## src/rtl/pulse_param_pkg.sv

```systemverilog
// Shared constants and types for the pulse parameter loader: framing bytes,
// command codes, shadow-index map and parser state/op encodings.
package pulse_param_pkg;

  localparam logic [7:0] SYNC_BYTE    = 8'hA5;
  localparam logic [3:0] CMD_WRITE_HI = 4'h1;
  localparam logic [7:0] CMD_COMMIT   = 8'h20;
  localparam logic [7:0] CMD_CLEAR    = 8'h30;

  localparam int unsigned DEFAULT_TIMEOUT_CYCLES = 1024;
  localparam int unsigned NUM_REGS = 16;

  localparam int unsigned IDX_POS1DUR      = 0;
  localparam int unsigned IDX_POS1PAUSEDUR = 1;
  localparam int unsigned IDX_POS2DUR      = 2;
  localparam int unsigned IDX_POS2PAUSEDUR = 3;
  localparam int unsigned IDX_POS3DUR      = 4;
  localparam int unsigned IDX_POS3PAUSEDUR = 5;
  localparam int unsigned IDX_POS4DUR      = 6;
  localparam int unsigned IDX_POS4PAUSEDUR = 7;
  localparam int unsigned IDX_NEG1DUR      = 8;
  localparam int unsigned IDX_NEG1PAUSEDUR = 9;
  localparam int unsigned IDX_NEG2DUR      = 10;
  localparam int unsigned IDX_NEG2PAUSEDUR = 11;
  localparam int unsigned IDX_NEG3DUR      = 12;
  localparam int unsigned IDX_NEG3PAUSEDUR = 13;
  localparam int unsigned IDX_NEG4DUR      = 14;
  localparam int unsigned IDX_NEG4PAUSEDUR = 15;

  typedef enum logic [2:0] {
    ST_IDLE,
    ST_CMD,
    ST_DATA,
    ST_CSUM,
    ST_EXEC
  } state_t;

  typedef enum logic [1:0] {
    OP_NONE,
    OP_WRITE,
    OP_COMMIT,
    OP_CLEAR
  } op_t;

  function automatic logic [7:0] sat_inc8(input logic [7:0] v);
    return (v == 8'hFF) ? v : v + 8'd1;
  endfunction

endpackage

```

## src/rtl/pulse_frame_parser.sv

```systemverilog
// Host byte-stream frame parser: sync/cmd/data/checksum FSM with a mid-frame
// idle timeout; presents one decoded operation during the EXEC cycle.
module pulse_frame_parser
  import pulse_param_pkg::*;
#(
  parameter int unsigned TIMEOUT_CYCLES = DEFAULT_TIMEOUT_CYCLES
) (
  input  logic        clk_in,
  input  logic        rst_in,
  input  logic [7:0]  rx_data,
  input  logic        rx_valid,
  output logic        rx_ready,
  output logic        exec_valid,
  output op_t         exec_op,
  output logic [3:0]  exec_index,
  output logic [31:0] exec_data,
  output logic [7:0]  err_count
);

  localparam int unsigned TMO_W = $clog2(TIMEOUT_CYCLES + 1);
  localparam logic [TMO_W-1:0] TMO_LAST = TMO_W'(TIMEOUT_CYCLES - 1);

  state_t           state;
  op_t              op;
  logic [3:0]       index;
  logic [31:0]      data;
  logic [7:0]       csum;
  logic [1:0]       byte_cnt;
  logic [TMO_W-1:0] tmo_cnt;
  logic             accept;

  assign accept     = rx_valid && rx_ready;
  assign exec_op    = op;
  assign exec_index = index;
  assign exec_data  = data;

  always_ff @(posedge clk_in) begin
    if (rst_in) begin
      state      <= ST_IDLE;
      op         <= OP_NONE;
      index      <= '0;
      data       <= '0;
      csum       <= '0;
      byte_cnt   <= '0;
      tmo_cnt    <= '0;
      err_count  <= '0;
      rx_ready   <= 1'b1;
      exec_valid <= 1'b0;
    end else begin
      rx_ready   <= 1'b1;
      exec_valid <= 1'b0;
      case (state)
        ST_IDLE: begin
          tmo_cnt <= '0;
          if (accept && rx_data == SYNC_BYTE) state <= ST_CMD;
        end
        ST_EXEC: state <= ST_IDLE;
        default: begin
          // An accepted byte always wins over a timeout firing in the same cycle.
          if (accept) begin
            tmo_cnt <= '0;
            if (state == ST_CMD) begin
              csum     <= rx_data;
              byte_cnt <= '0;
              if (rx_data[7:4] == CMD_WRITE_HI) begin
                op    <= OP_WRITE;
                index <= rx_data[3:0];
                state <= ST_DATA;
              end else if (rx_data == CMD_COMMIT) begin
                op    <= OP_COMMIT;
                state <= ST_CSUM;
              end else if (rx_data == CMD_CLEAR) begin
                op    <= OP_CLEAR;
                state <= ST_CSUM;
              end else begin
                state     <= ST_IDLE;
                err_count <= sat_inc8(err_count);
              end
            end else if (state == ST_DATA) begin
              data     <= {data[23:0], rx_data};
              csum     <= csum ^ rx_data;
              byte_cnt <= byte_cnt + 2'd1;
              if (byte_cnt == 2'd3) state <= ST_CSUM;
            end else begin
              if (rx_data == csum) begin
                state      <= ST_EXEC;
                rx_ready   <= 1'b0;
                exec_valid <= 1'b1;
              end else begin
                state     <= ST_IDLE;
                err_count <= sat_inc8(err_count);
              end
            end
          end else if (tmo_cnt == TMO_LAST) begin
            tmo_cnt   <= '0;
            state     <= ST_IDLE;
            err_count <= sat_inc8(err_count);
          end else begin
            tmo_cnt <= tmo_cnt + TMO_W'(1);
          end
        end
      endcase
    end
  end

endmodule

```

## src/rtl/pulse_param_loader.sv

```systemverilog
// Pulse parameter loader: shadow bank written by host frames, copied
// atomically to the active duration outputs on COMMIT.
module pulse_param_loader
  import pulse_param_pkg::*;
#(
  parameter int unsigned TIMEOUT_CYCLES = DEFAULT_TIMEOUT_CYCLES,
  parameter int unsigned DUR_W          = 32
) (
  input  logic             clk_in,
  input  logic             rst_in,
  input  logic [7:0]       rx_data,
  input  logic             rx_valid,
  output logic             rx_ready,
  output logic [DUR_W-1:0] pos1dur,
  output logic [DUR_W-1:0] pos1pausedur,
  output logic [DUR_W-1:0] pos2dur,
  output logic [DUR_W-1:0] pos2pausedur,
  output logic [DUR_W-1:0] pos3dur,
  output logic [DUR_W-1:0] pos3pausedur,
  output logic [DUR_W-1:0] pos4dur,
  output logic [DUR_W-1:0] pos4pausedur,
  output logic [DUR_W-1:0] neg1dur,
  output logic [DUR_W-1:0] neg1pausedur,
  output logic [DUR_W-1:0] neg2dur,
  output logic [DUR_W-1:0] neg2pausedur,
  output logic [DUR_W-1:0] neg3dur,
  output logic [DUR_W-1:0] neg3pausedur,
  output logic [DUR_W-1:0] neg4dur,
  output logic [DUR_W-1:0] neg4pausedur,
  output logic             cfg_valid,
  output logic             commit_pulse,
  output logic [7:0]       err_count
);

  logic             exec_valid;
  op_t              exec_op;
  logic [3:0]       exec_index;
  logic [31:0]      exec_data;
  logic [DUR_W-1:0] wr_val;
  logic [DUR_W-1:0] shadow [NUM_REGS];
  logic [DUR_W-1:0] active [NUM_REGS];

  pulse_frame_parser #(
    .TIMEOUT_CYCLES(TIMEOUT_CYCLES)
  ) u_parser (
    .clk_in    (clk_in),
    .rst_in    (rst_in),
    .rx_data   (rx_data),
    .rx_valid  (rx_valid),
    .rx_ready  (rx_ready),
    .exec_valid(exec_valid),
    .exec_op   (exec_op),
    .exec_index(exec_index),
    .exec_data (exec_data),
    .err_count (err_count)
  );

  assign wr_val = DUR_W'(exec_data);

  // Reset has priority, so a reset landing on the EXEC cycle drops the update.
  always_ff @(posedge clk_in) begin
    if (rst_in) begin
      for (int unsigned i = 0; i < NUM_REGS; i++) begin
        shadow[i] <= '0;
        active[i] <= '0;
      end
      cfg_valid    <= 1'b0;
      commit_pulse <= 1'b0;
    end else begin
      commit_pulse <= 1'b0;
      if (exec_valid) begin
        case (exec_op)
          OP_WRITE: shadow[exec_index] <= wr_val;
          OP_COMMIT: begin
            for (int unsigned i = 0; i < NUM_REGS; i++) active[i] <= shadow[i];
            cfg_valid    <= 1'b1;
            commit_pulse <= 1'b1;
          end
          OP_CLEAR: begin
            for (int unsigned i = 0; i < NUM_REGS; i++) shadow[i] <= '0;
          end
          default: ;
        endcase
      end
    end
  end

  assign pos1dur      = active[IDX_POS1DUR];
  assign pos1pausedur = active[IDX_POS1PAUSEDUR];
  assign pos2dur      = active[IDX_POS2DUR];
  assign pos2pausedur = active[IDX_POS2PAUSEDUR];
  assign pos3dur      = active[IDX_POS3DUR];
  assign pos3pausedur = active[IDX_POS3PAUSEDUR];
  assign pos4dur      = active[IDX_POS4DUR];
  assign pos4pausedur = active[IDX_POS4PAUSEDUR];
  assign neg1dur      = active[IDX_NEG1DUR];
  assign neg1pausedur = active[IDX_NEG1PAUSEDUR];
  assign neg2dur      = active[IDX_NEG2DUR];
  assign neg2pausedur = active[IDX_NEG2PAUSEDUR];
  assign neg3dur      = active[IDX_NEG3DUR];
  assign neg3pausedur = active[IDX_NEG3PAUSEDUR];
  assign neg4dur      = active[IDX_NEG4DUR];
  assign neg4pausedur = active[IDX_NEG4PAUSEDUR];

endmodule
```

## config.mk

```make
export PLATFORM = sky130hd
export DESIGN_NAME = pulse_param_loader
export DESIGN_NICKNAME = d
export VERILOG_FILES = /design/src/rtl/pulse_param_pkg.sv /design/src/rtl/pulse_frame_parser.sv /design/src/rtl/pulse_param_loader.sv
export SDC_FILE = /design/constraint.sdc
export NUM_CORES = 1
export LEC_CHECK = 0
export CAP_MARGIN = 20
export CORE_MARGIN = 1
export CORE_UTILIZATION = 50
export CTS_BUF_LIST = sky130_fd_sc_hd__clkbuf_4
export DETAILED_ROUTE_END_ITERATION = 8
export GPL_TIMING_DRIVEN = 0
export PLACE_DENSITY = 0.76
export SLEW_MARGIN = 20
export SYNTH_ARGS = -nofsm -noshare
export SYNTH_HDL_FRONTEND = slang
export SYNTH_HIERARCHICAL = 1
export SYNTH_SLANG_ARGS = --single-unit
```

## constraint.sdc

```tcl
create_clock -name clk_in -period 16.1 [get_ports clk_in]
set_clock_uncertainty 0.15 [all_clocks]
set_input_delay 1.61 -clock clk_in [delete_from_list [all_inputs] [get_ports clk_in]]
set_output_delay 1.61 -clock clk_in [all_outputs]
set_load 0.05 [all_outputs]
```

==> reports/metrics.yaml <==
outcome:
  outcome: "finished clean"
timing:
  fin_crit_ns: 5.11
  hold_viol_final: 0
  rsz0062_at_grt: "no"
  max_freq_ghz: 0.196
  setup_viol: 0
  finalCritPeriodShare: 0.317
  setup_tns_ns: 0
  maxSlewViolCount: 0
  slew_headroom: 0.240
  tightest_slew_ns: 1.14
power_and_ir_drop:
  p_per_area_nw_per_um2: 115
  p_int_w: 0.00461
  seqPwrFrac: 0.542
  switching_share: 0.244
  p_leak_nw: 17.7
  p_clk_frac: 0.374
  peakVddDrop_uv: 55.6
  p_sw_w: 0.00149
  combPwrFrac: 0.084
place:
  io_buffer_count: 532
  placed_area_um2: 49700
  place_hpwl_um: 86500
  gp_congestion: 0.865
cts:
  cts_hold_buf: 0
  clk_pin_slew_ns: 0.06
  clock-sinks: 1098
  clockBufferDepth: 4
  cts_tree: "yes"
  cts_buffers: 289
  htreeDepth: 5
  cts-resized-gates: 0
  clk_latency_ns: 1.13
  root_buffer: "clkbuf_4"
  cts_setup_buffers: 0
min_path:
  hp-class: "register to register"
  min_from: "u_parser/exec_index[1]"
yosys:
  syn_nets: 2836
  synth-seq-cells: 1098
  netlist_top_cells_count: "1,024 x edfxtp_1, 517 x nor3_1, 322 x and2_1"
  async_flop_share: 0
  synthFlopType: "edfxtp_1"
  synth_cell_types: 58
  yosys.area.top_type: "edfxtp_1"
  synth_most_common_cell: "edfxtp_1"
  synth_edf_count: 1024
  synthTopCellsByArea: "edfxtp_1 73%, nor3_1 6.1%, and2_1 4.8%"
  yosysSeqAreaShare: 0.765
  syn_area_per_cell_um2: 14.9
  synth_area_um2: 42100
  ys.warnings.count: 6
  yosys.area.top_type_share: 0.730
  synth_cells: 2822
floorplanning:
  coreArea_um2: 83600
  row_count: 106
  start_util: 0.504
  num_io_pins: 534
  die-area_um2: 85500
  die_h_um: 292
  fp.dieW_um: 292
grt:
  grt_pass1_wl_um: 173000
  grt_overflow: 0
  first_global_vias: 26700
  grt_use_total: 0.286
  antenna_found_initial: 10
  grt_max_degree: 60
detailed_routing:
  wl_um: 123000
  drcViolationCount: 0
  post_drt_wl_per_cell_um: 25.0
  num_vias: 27600
  drtIter0Drc: 3197
  ant_nets: 0
  drt-pass1-iter-count: 6
  via_per_inst: 5.58
worst_setup_path:
  cp.arrival_ns: 5.72
  cp_slowest_stage_delay_ns: 0.90
  r2r_start: "u_parser/exec_index[3]"
  worstSetupEndpointType: "register"
  crit_top_cell: "buf_16"
  cp-start-kind: "input pin"
  cpMaxStageDelayCell: "clkbuf_1"
  path_class: "input pin to register"
  worstPathCellList: "clkdlybuf4s50_1, clkbuf_1, inv_1, nand2_4, buf_16, buf_16, buf_12, buf_16"
  crit_fanout: 59
  worstPathRequired_ns: 16.71
  startpoint: "rst_in"
finish:
  final_nets: 3712
  n_fill_cell: 6056
  final_area_um2: 53000
  final_layout_size_suffix_gt1_frac: 0.163
  area_growth_pct: 25.8
job:
  cap_violations: 0
cells by family after synthesis:
| family | after synthesis | synth area share |
|---|---|---|
| multiplexers | 7 | 0.00190 |
| adder cells (fa/ha/maj) | 4 | 0.00113 |
| AND/OR/NAND/NOR | 1356 | 0.183 |
| XOR/XNOR | 9 | 0.00187 |
| AO/OA/AOI/OAI | 116 | 0.0169 |
| buffers and inverters | 232 | 0.0301 |
| flip-flops | 1098 | 0.765 |
final timing paths:
check             slack (ns)  cells past startpoint                      to
setup / recovery       10.99                      8          active[0][144]
hold / removal          0.32                      2  u_parser/exec_index[1]
setup reg to reg       12.79                      9            shadow[0][4]
hold reg to reg         0.32                      2  u_parser/exec_index[1]
layout make-up:
cell class / instances / area, um^2 / area share
diodes: 3 / 7.51 / 0.000142
plain buffers: 229 / 1260 / 0.0237
clock buffers: 407 / 3060 / 0.0576
clock inverters: 46 / 282 / 0.00531
inverters: 3 / 11.3 / 0.000212
multi-input cells: 1492 / 8860 / 0.167
flip-flops and latches: 1098 / 32200 / 0.608
well taps: 1080 / 1350 / 0.0255
repair buffers: 585 / 5970 / 0.113
worst max-delay path: cells and delay by family:
family | cells | cell delay [ns]
buf+inv | 7 | 3.35
simple gates | 1 | 0.67
state kept, by name, indices dropped and copies added, names as in the netlist, 3 cells and up:
signal and cells:
active 512, shadow 512, u_parser/exec_data 32, u_parser/tmo_cnt 11, u_parser/csum 8, u_parser/err_count 8
u_parser/exec_index 4, u_parser/state 3
power groups by stage:
stage | Sequential (W) | Combinational, W | Clock (W)
after global placement | 0.00342 | 0.000490 | 0
after floorplan | 0.00361 | 0.0000818 | 0
after CTS | 0.00330 | 0.000515 | 0.00232
final | 0.00330 | 0.000514 | 0.00228
after detailed placement | 0.00336 | 0.000514 | 0
after global routing | 0.00331 | 0.000530 | 0.00246
placed cells by master (no fill, tap or decap), drive strengths merged, types with 9 or more instances in the layout:
cell | Yosys | final
a22oi | 9 | 9
xnor2 | 9 | 9
clkinv | 0 | 37
nand3b | 66 | 66
and2 | 322 | 322
or3b | 33 | 33
dfxtp | 74 | 74
buf | 128 | 181
edfxtp | 1024 | 1024
nor2 | 39 | 39
nand3 | 41 | 41
a21oi | 49 | 49
clkbuf | 101 | 508
o31ai | 17 | 17
clkdlybuf4s50 | 0 | 532
nand2 | 94 | 94
nor3 | 520 | 520
o21ai | 23 | 23
nor2b | 197 | 197
routing by layer:
layer,vias to the layer above,share of wire,track usage
li1,12300,-,-
met1,13400,0.38,0.363
met2,1603,0.48,0.464
met3,269,0.098,0.0712
met4,10,0.042,0.134
met5,-,0.00050,0
per-stage QoR:
| step | utilization | power [W] | hold WS [ns] | instances | worst slack, ns |
|---|---|---|---|---|---|
| CTS | 0.635 | 0.00614 | 0.306 | 4940 | 10.97 |
| floorplan | - | 0.00370 | 0.283 | 2822 | 2.19 |
| global placement | 0.584 | 0.00391 | 0.287 | 4434 | -4.54 |
| finish | 0.635 | 0.00610 | 0.317 | 4943 | 10.99 |
| global route | 0.635 | 0.00630 | 0.329 | 4942 | 10.90 |
| detailed placement | 0.595 | 0.00388 | 0.298 | 4487 | 9.79 |
Power figures use the tool's default switching activity.
